**src/rtl/mlp_pkg.sv**
```systemverilog
// mlp_pkg: shared FSM state type, datapath widths and address-width helper
// for the MLP layer blocks.
package mlp_pkg;
    localparam int ACT_W  = 16;
    localparam int WGT_W  = 8;
    localparam int BIAS_W = 8;

    typedef logic [1:0] state_t;
    localparam state_t IDLE   = 2'd0;
    localparam state_t STREAM = 2'd1;
    localparam state_t DRAIN  = 2'd2;
    localparam state_t WRITE  = 2'd3;

    // Never returns 0, so single-entry memories still get a 1-bit address.
    function automatic int clog2(input int n);
        int r;
        r = 0;
        while ((1 << r) < n) r++;
        return (r < 1) ? 1 : r;
    endfunction
endpackage

```
**src/rtl/relu16.sv**
```systemverilog
// relu16: combinational ReLU on a 16-bit signed value, bypassed when en is low.
module relu16
    import mlp_pkg::*;
(
    input  logic                    en,
    input  logic signed [ACT_W-1:0] a,
    output logic signed [ACT_W-1:0] y
);
    assign y = (en && a[ACT_W-1]) ? '0 : a;
endmodule

```
**src/rtl/layer_sequencer.sv**
```systemverilog
// layer_sequencer: streams activations/weights/bias of one dense layer into an
// external MAC, one neuron at a time, and writes back each (optionally ReLU'd) result.
module layer_sequencer
    import mlp_pkg::*;
#(
    parameter int N_IN  = 16,
    parameter int N_OUT = 8,
    parameter int RELU  = 1,
    localparam int IW = clog2(N_IN),
    localparam int WW = clog2(N_IN * N_OUT),
    localparam int JW = clog2(N_OUT)
)(
    input  logic                     clk,
    input  logic                     reset,
    input  logic                     start,
    output logic                     busy,
    output logic                     done,
    output logic [IW-1:0]            act_addr,
    input  logic signed [ACT_W-1:0]  act_rdata,
    output logic [WW-1:0]            w_addr,
    input  logic signed [WGT_W-1:0]  w_rdata,
    output logic [JW-1:0]            b_addr,
    input  logic signed [BIAS_W-1:0] b_rdata,
    output logic                     mac_first,
    output logic signed [ACT_W-1:0]  mac_op1,
    output logic signed [WGT_W-1:0]  mac_op2,
    output logic signed [BIAS_W-1:0] mac_bias,
    input  logic signed [ACT_W-1:0]  mac_out,
    output logic                     res_we,
    output logic [JW-1:0]            res_addr,
    output logic signed [ACT_W-1:0]  res_data
);
    state_t state;
    logic [IW-1:0] i;
    logic [JW-1:0] j;
    logic valid_d, first_d, last_i, last_j;
    logic signed [BIAS_W-1:0] bias_q;
    logic signed [ACT_W-1:0] relu_out;

    assign last_i = i == IW'(N_IN - 1);
    assign last_j = j == JW'(N_OUT - 1);

    always_ff @(posedge clk) begin
        if (reset) begin
            state   <= IDLE;
            i       <= '0;
            j       <= '0;
            done    <= 1'b0;
            valid_d <= 1'b0;
            first_d <= 1'b0;
            bias_q  <= '0;
        end else begin
            done    <= state == WRITE && last_j;
            // Read data lags the address by one cycle; these flags travel with it.
            valid_d <= state == STREAM;
            first_d <= state == STREAM && i == '0;
            if (first_d) bias_q <= b_rdata;
            case (state)
                IDLE:    if (start && !done) state <= STREAM;
                STREAM: begin
                    i <= last_i ? '0 : i + 1'b1;
                    if (last_i) state <= DRAIN;
                end
                DRAIN:   state <= WRITE;
                default: begin
                    j     <= last_j ? '0 : j + 1'b1;
                    state <= last_j ? IDLE : STREAM;
                end
            endcase
        end
    end

    assign busy      = state != IDLE;
    assign act_addr  = i;
    assign w_addr    = WW'(j) * WW'(N_IN) + WW'(i);
    assign b_addr    = j;
    assign mac_first = first_d;
    // The MAC accumulates every clock, so idle cycles must feed a zero product.
    assign mac_op1   = valid_d ? act_rdata : '0;
    assign mac_op2   = valid_d ? w_rdata : '0;
    assign mac_bias  = first_d ? b_rdata : bias_q;
    assign res_we    = state == WRITE;
    assign res_addr  = j;
    assign res_data  = res_we ? relu_out : '0;

    relu16 u_relu (
        .en (RELU != 0),
        .a  (mac_out),
        .y  (relu_out)
    );
endmodule
```
**config.mk**
```make
export PLATFORM = sky130hd
export DESIGN_NAME = layer_sequencer
export DESIGN_NICKNAME = d
export VERILOG_FILES = /design/src/rtl/mlp_pkg.sv /design/src/rtl/relu16.sv /design/src/rtl/layer_sequencer.sv
export SDC_FILE = /design/constraint.sdc
export NUM_CORES = 1
export LEC_CHECK = 0
export ABC_CLOCK_PERIOD_IN_PS = 2600
export BUFFER_PORTS_ARGS = -buffer_cell sky130_fd_sc_hd__buf_2
export CAP_MARGIN = 20
export CORE_ASPECT_RATIO = 0.7
export CORE_MARGIN = 5
export CORE_UTILIZATION = 25
export DETAILED_ROUTE_END_ITERATION = 6
export HOLD_SLACK_MARGIN = 0.06
export SYNTH_ARGS = -nofsm -noshare
export SYNTH_HDL_FRONTEND = slang
export SYNTH_SLANG_ARGS = --single-unit
```
**constraint.sdc**
```tcl
create_clock -name clk -period 2.6 [get_ports clk]
set_input_delay 0.13 -clock clk [delete_from_list [all_inputs] [get_ports clk]]
set_output_delay 0.13 -clock clk [all_outputs]
set_load 0.05 [all_outputs]
```
-- After elaboration in Yosys (flattened, before gate mapping)
Cells that the tools add are included.
- memories: 0
- memory bits (read-only): 0
- bits in writable memories: 0
- register bits: 20
- latch bits: 0
- eq/ne operators: 7
- div/mod/pow operators: 0
- $lt $le $gt $ge: 0
- muxes and demuxes: 11
- multiply operators: 0
- reduce and logical (&&, ||, !) cells: 9
- $add $sub $neg: 3
- bitwise operators: 0
- shifts and indexed selects: 0
- operators by type and width (operator ; count):
    2-to-1 mux 16 bit ; 2
    2-to-1 mux 8 bit ; 2
    2-to-1 mux 15 bit ; 1
    adder 7 x 4 -> 7 bit ; 1
    case mux 2 bit (3 select lines) ; 1
    adder 4 x 1 -> 4 bit (second input constant) ; 1
    equality test 2 bit (second input constant) ; 2
    equality test 4 bit (second input constant) ; 1
    logical NOT 4 bit ; 1
    2-to-1 mux 2 bit ; 2
    2-to-1 mux 4 bit ; 1
    inequality test 2 bit (second input constant) ; 2
    adder 3 x 1 -> 3 bit (second input constant) ; 1
    equality test 3 bit (second input constant) ; 1
    logical AND 1 bit ; 3
    2-to-1 mux 3 bit ; 1
    OR reduction 3 bit ; 1
    equality test 2 x 1 -> 1 bit (second input constant) ; 1
    logical NOT 2 bit ; 1
    AND reduction 2 bit ; 1
    nonzero test 2 bit ; 1
    logical NOT 1 bit ; 1
    2-to-1 mux 1 bit ; 1

-- Depth between registers and ports, before layout
Gate-level depths: netlist of the first run.
- word-level depth: 4
- depth in mapped cells: 5
- depth with buffers taken out: 5

-- Modules after synthesis
A second synthesis of the first run with hierarchy kept.
- cells, all modules: 162
- area, all modules: 1427.6 sq um
- modules (own cells, without submodules) (module ; area each (sq um) ; seq. area each (sq um) ; instances ; cells each):
    layer_sequencer ; 1246.2 ; 400.4 ; 1 ; 144
    relu16 ; 181.4 ; 0.0 ; 1 ; 18

-- Worst setup path after synthesis of the first run
No wires, ideal clock.
- path kind: register to output
- start: reg state[0]
- end: out res_data[10]
- path slack: 0.638 ns
- data required time: 2.470 ns
- cell stages (with the launch flop): 5
- arrival: 1.832 ns
- cells stage by stage: dfxtp_1 > ha_1 > nor2b_1 > clkbuf_1 > and2_1
- word-level cells in the longest chain between the ends: 2
- RTL lines (what ; RTL line ; source):
    from (decl) ; layer_sequencer.sv:33 ; state_t state;
    from (signal assigned) ; layer_sequencer.sv:67 ; state <= last_j ? IDLE : STREAM;
    equality test 2 bit ; layer_sequencer.sv:82 ; assign res_we = state == WRITE;
    named net res_we ; layer_sequencer.sv:29 ; output logic res_we,
    2-to-1 mux 16 bit ; layer_sequencer.sv:84 ; assign res_data = res_we ? relu_out : '0;
    to (decl) ; layer_sequencer.sv:31 ; output logic signed [ACT_W-1:0] res_data
The timed path passes the listed nets, and every way through them passes these cells.

-- Worst setup path in the final report of the first run
- start: reg state[1]
- end: out res_data[14]
- word-level cells in the longest chain between the ends: 2
- RTL lines (what ; RTL line):
    equality test 2 bit ; layer_sequencer.sv:82
    2-to-1 mux 16 bit ; layer_sequencer.sv:84
No other way between the ends.

==> results.json, run 1 <==
{
  "drc": 0,
  "worst_r2r_endpoint": "act_addr[3]$_SDFFE_PP0P_",
  "grt_max_degree": 25,
  "ioPinCount": 120,
  "post_drt_via_cell_ratio": 4.063,
  "synth_seq_cells": 20,
  "finalSetupViolCount": 0,
  "grt_usage_pct": 10.54,
  "ys_seq_area_share_pct": 31.94,
  "final_common_cell": "buf_2",
  "postCtsHoldBufs": 0,
  "cap_violations": 0,
  "synthCells": 145,
  "synth_cell_types": 26,
  "syn_area_sq_mm": 0.001254,
  "yosys.area.top_type_share_pct": 31.94,
  "postCtsSetupBuffers": 0,
  "clockBufferDepth": 2,
  "die-area_sq_mm": 0.006554,
  "finalCritPeriodShare_pct": 76.41,
  "htreeDepth": 1,
  "cp_slowest_cell": "nor2b_1",
  "hold_violations": 0,
  "relSlewSlack_pct": 60.14,
  "r2r_cells": 5,
  "path_depth": 4,
  "synth_fp_nets": 205,
  "path_clk_slew_ns": 0.08,
  "ff2ff_setup_slack_ns": 1.14,
  "pre_cts_ws_ns": 0.8513,
  "final_cell_mix": "buf_2 (118), and2_1 (39), dfxtp_1 (20)",
  "rows": 21,
  "p_leak_nw": 1.112,
  "finalPower_mw": 1.584,
  "cts_tree": "done",
  "skew_ns": 0.004080,
  "holdPathEnd": "bias_q[0]$_SDFF_PP0_",
  "yosysWarnings": 0,
  "clkLatencyLatePin_ns": 0.26,
  "p_per_area_mw_per_mm2": 837.0,
  "grt_overflow_total": 0,
  "crit_type": "reg2out",
  "holdPathStages": 3,
  "worst_setup_path_end_kind": "primary output",
  "core_area_sq_mm": 0.004808,
  "crit_path_start_kind": "register",
  "postSynthAreaPerCell_sq_um": 8.646,
  "r2r-start": "state[1]$_SDFFE_PP0P_",
  "area_growth_syn_to_layout_pct": 50.90,
  "hpwl_mm": 3.078,
  "worstHoldStart": "b_rdata[0]",
  "cts_num_sinks": 20,
  "dr.pass1.iters": 4,
  "fin_util_pct": 39.34,
  "slew_violations": 0,
  "cts_resized": 0,
  "die_w_um": 94.64,
  "crit_fanout": 15,
  "n_antenna_cell": 0,
  "arrival_ns": 1.86,
  "tightest_slew_ns": 0.5966,
  "cts_root_buf": "clkbuf_8",
  "layout-drive-gt1-share_pct": 52.61,
  "layout.nets": 310,
  "rsz0062_at_grt": "no",
  "worst_slack_ns": 0.6134,
  "die_y_um": 69.25,
  "wl_per_cell_um": 11.39,
  "netlist.top_cell.by_area": "dfxtp_1",
  "cts_made_buffers": 3,
  "vias": 1292,
  "start_util_pct": 26.07,
  "drt_wl_total_mm": 3.623,
  "grt_antenna_before_repair": 0,
  "antenna_left": 0,
  "crit_family": "simple AND/OR/NAND/NOR gates",
  "setup_tns_ns": 0,
  "fmax_ghz": 0.5034,
  "grt_pass1_vias": 1262,
  "crit_chain": "ha_1 -> nor2b_1 -> and2_1 -> buf_2",
  "portBuffers": 118,
  "synth.area.top_cells": "dfxtp_1 (32%), and2_1 (19%), ha_1 (9.0%)",
  "crit_required_ns": 2.47,
  "fillCellCount": 517,
  "status": "finished, final reports clean",
  "grt_pass1_wl_mm": 5.602,
  "worst_path_largest_cell_delay_ns": 0.51,
  "hold_class": "in2reg",
  "cp.buffers_inverters": 1,
  "gp_congestion": 0.7286,
  "drtIter0Drc": 15,
  "post-route-min-period_ns": 1.987,
  "ir_drop_uv": 272.3
}
[synthesized netlist by cell type, drive strengths merged]
| cell | count |
|---|---|
| nor3b | 1 |
| clkbuf | 6 |
| nand2 | 3 |
| nor3 | 1 |
| a211o | 1 |
| ha | 9 |
| o21ai | 1 |
| or2b | 1 |
| nand3 | 2 |
| nor2b | 10 |
| or4 | 1 |
| nor2 | 7 |
| a21oi | 4 |
| and2 | 39 |
| xor2 | 1 |
| inv | 6 |
| buf | 12 |
| dfxtp | 20 |
| and3 | 1 |
| nand2b | 4 |
| a22o | 1 |
| mux2 | 8 |
| mux2i | 5 |
| conb | 1 |
[metrics by stage]
stage,hold WS [ns],cells,area (sq um)
after global placement,0.4857,314,1821
after CTS,0.2189,318,1892
final,0.2245,318,1892
after floorplan,0.2094,145,1254
after detailed placement,0.4980,314,1821
after global routing,0.2365,318,1892
[power by group]
| part | internal (mW) | leakage (nW) | total [mW] | switching, mW |
|---|---|---|---|---|
| Sequential | 0.353 | 0.162 | 0.416 | 0.0625 |
| Clock | 0.205 | 0.0357 | 0.311 | 0.105 |
| Combinational | 0.249 | 0.914 | 0.857 | 0.608 |
| Total | 0.808 | 1.11 | 1.58 | 0.776 |
[per-layer routing]
layer	vias to the layer above	part of all wire, %	GRT usage (%)
met2	88	46	19.38
met4	0	0.52	2.400
met1	550	38	10.98
met5	-	0	0
li1	652	-	-
met3	2	16	4.447
[area by class of cell]
| type | instances | area, sq um | share of cell area, % |
|---|---|---|---|
| Inverter | 6 | 22.52 | 1.190 |
| Tap cell | 69 | 86.33 | 4.564 |
| Clock buffer | 3 | 41.29 | 2.183 |
| Sequential cell | 20 | 400.4 | 21.16 |
| Clock inverter | 1 | 30.03 | 1.587 |
| Timing Repair Buffer | 118 | 590.6 | 31.22 |
| Multi-Input combinational cell | 101 | 720.7 | 38.10 |
[tightest hold or removal path, delay by kind of cell]
family        cells  cell delay (ns)
buf+inv           1             0.07
simple gates      1             0.11
mux               1             0.14
[worst max-delay path by stage]
stage / from / to / slack (ns)
2_1_floorplan: state[0]$_SDFFE_PP0P_ / res_data[10] / 0.64
3_3_place_gp: state[1]$_SDFFE_PP0P_ / res_data[1] / 0.89
3_5_place_dp: state[0]$_SDFFE_PP0P_ / res_data[14] / 0.85
4_1_cts: state[0]$_SDFFE_PP0P_ / res_data[14] / 0.55
5_1_grt: state[1]$_SDFFE_PP0P_ / res_data[9] / 0.39
6_report: state[1]$_SDFFE_PP0P_ / res_data[14] / 0.61
[cell families after synthesis]
logic type	Yosys count	share of synthesized area [%]
AOI/OAI and AO/OA	7	3.393
xor gates and xnor gates	1	0.6987
adders and majority gates	9	8.982
buffers and inverters	24	10.58
DFF	20	31.94
muxes	13	11.18
other	1	0.2991
and+or+nand+nor	70	32.93
[flip-flops by register name, indices dropped and copies added, names as in the netlist]
signal,cells
mac_first,1
b_addr,3
valid_d,1
bias_q,8
act_addr,4
done,1
state,2
Power figures use the tool's default switching activity.
==> inputs of run 2 (changes only) <==
- ABC_CLOCK_PERIOD_IN_PS: 2600 -> 1900
- clock period: 2.6 -> 1.9 ns (I/O delays scaled with it)
==> results.json, run 2 (same netlist as run 1, synthesis figures left out) <==
{
  "holdPathStages": 3,
  "arrival_ns": 1.62,
  "grt_max_degree": 25,
  "relSlewSlack_pct": 66.43,
  "r2r_cells": 5,
  "worstHoldStart": "b_rdata[3]",
  "setup_tns_ns": 0,
  "ioPinCount": 120,
  "largest_register_ffs": 8,
  "vias": 1278,
  "post_drt_via_cell_ratio": 4.006,
  "fmax_ghz": 0.5828,
  "pwr-share-clk_pct": 19.5,
  "worst_setup_path_end_kind": "primary output",
  "rows": 21,
  "gp_congestion": 0.6881,
  "status": "finished, final reports clean",
  "grt_pass1_vias": 1241,
  "seqPwrFrac_pct": 26.4,
  "final_cell_mix": "buf_2 (118), and2_1 (39), dfxtp_1 (20)",
  "path_clk_slew_ns": 0.07,
  "hpwl_mm": 2.956,
  "drt_wl_total_mm": 3.554,
  "die_w_um": 94.64,
  "clkLatencyLatePin_ns": 0.26,
  "die_y_um": 69.25,
  "post-route-min-period_ns": 1.716,
  "ff_latch_area_sq_um": 400.4,
  "start_util_pct": 26.07,
  "crit_chain": "ha_2 -> nor2b_1 -> buf_4 -> and2_1 -> buf_2",
  "cts_num_sinks": 20,
  "multi_input_area_sq_um": 723.2,
  "postCtsSetupBuffers": 0,
  "fillCellCount": 499,
  "p_int_mw": 1.108,
  "grt_antenna_before_repair": 0,
  "grt_overflow_total": 0,
  "rsz0062_at_grt": "no",
  "crit_type": "reg2out",
  "layout-drive-gt1-share_pct": 53.20,
  "grt_pass1_wl_mm": 5.720,
  "area_growth_syn_to_layout_pct": 51.70,
  "placed_cells": 315,
  "tightest_slew_ns": 0.5028,
  "n_antenna_cell": 0,
  "cap_violations": 0,
  "swShare_pct": 48.92,
  "cts_resized": 0,
  "p_per_area_mw_per_mm2": 1140,
  "r2r-start": "state[1]$_SDFFE_PP0P_",
  "worst_r2r_endpoint": "act_addr[3]$_SDFFE_PP0P_",
  "crit_fanout": 15,
  "p_leak_nw": 1.115,
  "comb_power_share_pct": 54.1,
  "final_common_cell": "buf_2",
  "hold_violations": 0,
  "htreeDepth": 1,
  "clockBufferDepth": 2,
  "postCtsHoldBufs": 0,
  "wl_per_cell_um": 11.14,
  "ff2ff_setup_slack_ns": 0.45,
  "cts_tree": "done",
  "p_sw_mw": 1.061,
  "core_area_sq_mm": 0.004808,
  "cts_made_buffers": 3,
  "finalCritPeriodShare_pct": 90.31,
  "layout.nets": 311,
  "drtIter0Drc": 16,
  "worst_path_largest_cell_delay_ns": 0.43,
  "dr.pass1.iters": 3,
  "crit_path_start_kind": "register",
  "holdPathEnd": "bias_q[3]$_SDFF_PP0_",
  "hold_class": "in2reg",
  "antenna_left": 0,
  "die-area_sq_mm": 0.006554,
  "skew_ns": 0.001359,
  "cp_slowest_cell": "dfxtp_1",
  "drc": 0,
  "crit_required_ns": 1.80,
  "ir_drop_uv": 332.3,
  "top_register": "bias_q",
  "stdcell_count": 319,
  "grt_usage_pct": 10.64,
  "portBuffers": 118,
  "slew_violations": 0,
  "cts_root_buf": "clkbuf_8",
  "finalSetupViolCount": 0
}
[run 2: cell count changes in the layout (fill, tap and decap cells not counted), sizes merged]
| cell | before | now |
|---|---|---|
| buf | 118 | 119 |
[run 2: area by class of cell]
| cell class | instances | area share (%) |
|---|---|---|
| flip-flops and latches | 20 | 21.05 |
| well taps | 69 | 4.539 |
| clock buffers | 3 | 2.171 |
| clock inverters | 1 | 1.579 |
| multi-input cells | 101 | 38.03 |
| repair buffers | 119 | 31.45 |
| inverters | 6 | 1.184 |
[run 2: critical path: cells and delay by family (launching register included)]
family | cells | cell delay [ns]
fa+ha+maj | 1 | 0.24
buf+inv | 2 | 0.43
simple gates | 2 | 0.27
flops | 1 | 0.43
[run 2: worst max path at each step]
stage                               endpoint  cells after the start                  start
CTS                             res_data[12]                      5  state[1]$_SDFFE_PP0P_
global route                     res_data[3]                      5  state[1]$_SDFFE_PP0P_
global placement                res_data[12]                      5  state[0]$_SDFFE_PP0P_
finish                          res_data[12]                      5  state[1]$_SDFFE_PP0P_
detailed placement  act_addr[3]$_SDFFE_PP0P_                      5  state[1]$_SDFFE_PP0P_
floorplan                       res_data[10]                      4  state[0]$_SDFFE_PP0P_
[run 2: layer usage]
layer	track usage [%]	part of all wire (%)	vias up
met4	2.880	0.87	0
li1	-	-	658
met2	16.64	39	93
met1	12.58	42	523
met5	0	0	-
met3	5.748	19	4
[run 2: power by group through the flow]
stage / registers (mW) / logic (mW) / clock network, mW
5_1_grt: 0.594 / 1.25 / 0.465
6_report: 0.573 / 1.17 / 0.424
3_3_place_gp: 0.581 / 1.18 / 0
4_1_cts: 0.576 / 1.18 / 0.447
3_5_place_dp: 0.586 / 1.18 / 0
2_1_floorplan: 0.608 / 0.916 / 0
[run 2: metrics by stage]
| step | hold WS (ns) | utilization (%) | cell area (sq um) | worst slack [ns] | total power [mW] |
|---|---|---|---|---|---|
| 6_report | 0.1913 | 39.55 | 1902 | 0.1841 | 2.169 |
| 5_1_grt | 0.1891 | 39.55 | 1902 | 0.08803 | 2.306 |
| 4_1_cts | 0.1791 | 39.55 | 1902 | 0.1674 | 2.208 |
| 3_5_place_dp | 0.4604 | 38.07 | 1831 | 0.4758 | 1.769 |
| 3_3_place_gp | 0.4508 | 38.07 | 1831 | 0.5113 | 1.762 |
| 2_1_floorplan | 0.1744 | - | 1256 | 0.1204 | 1.524 |
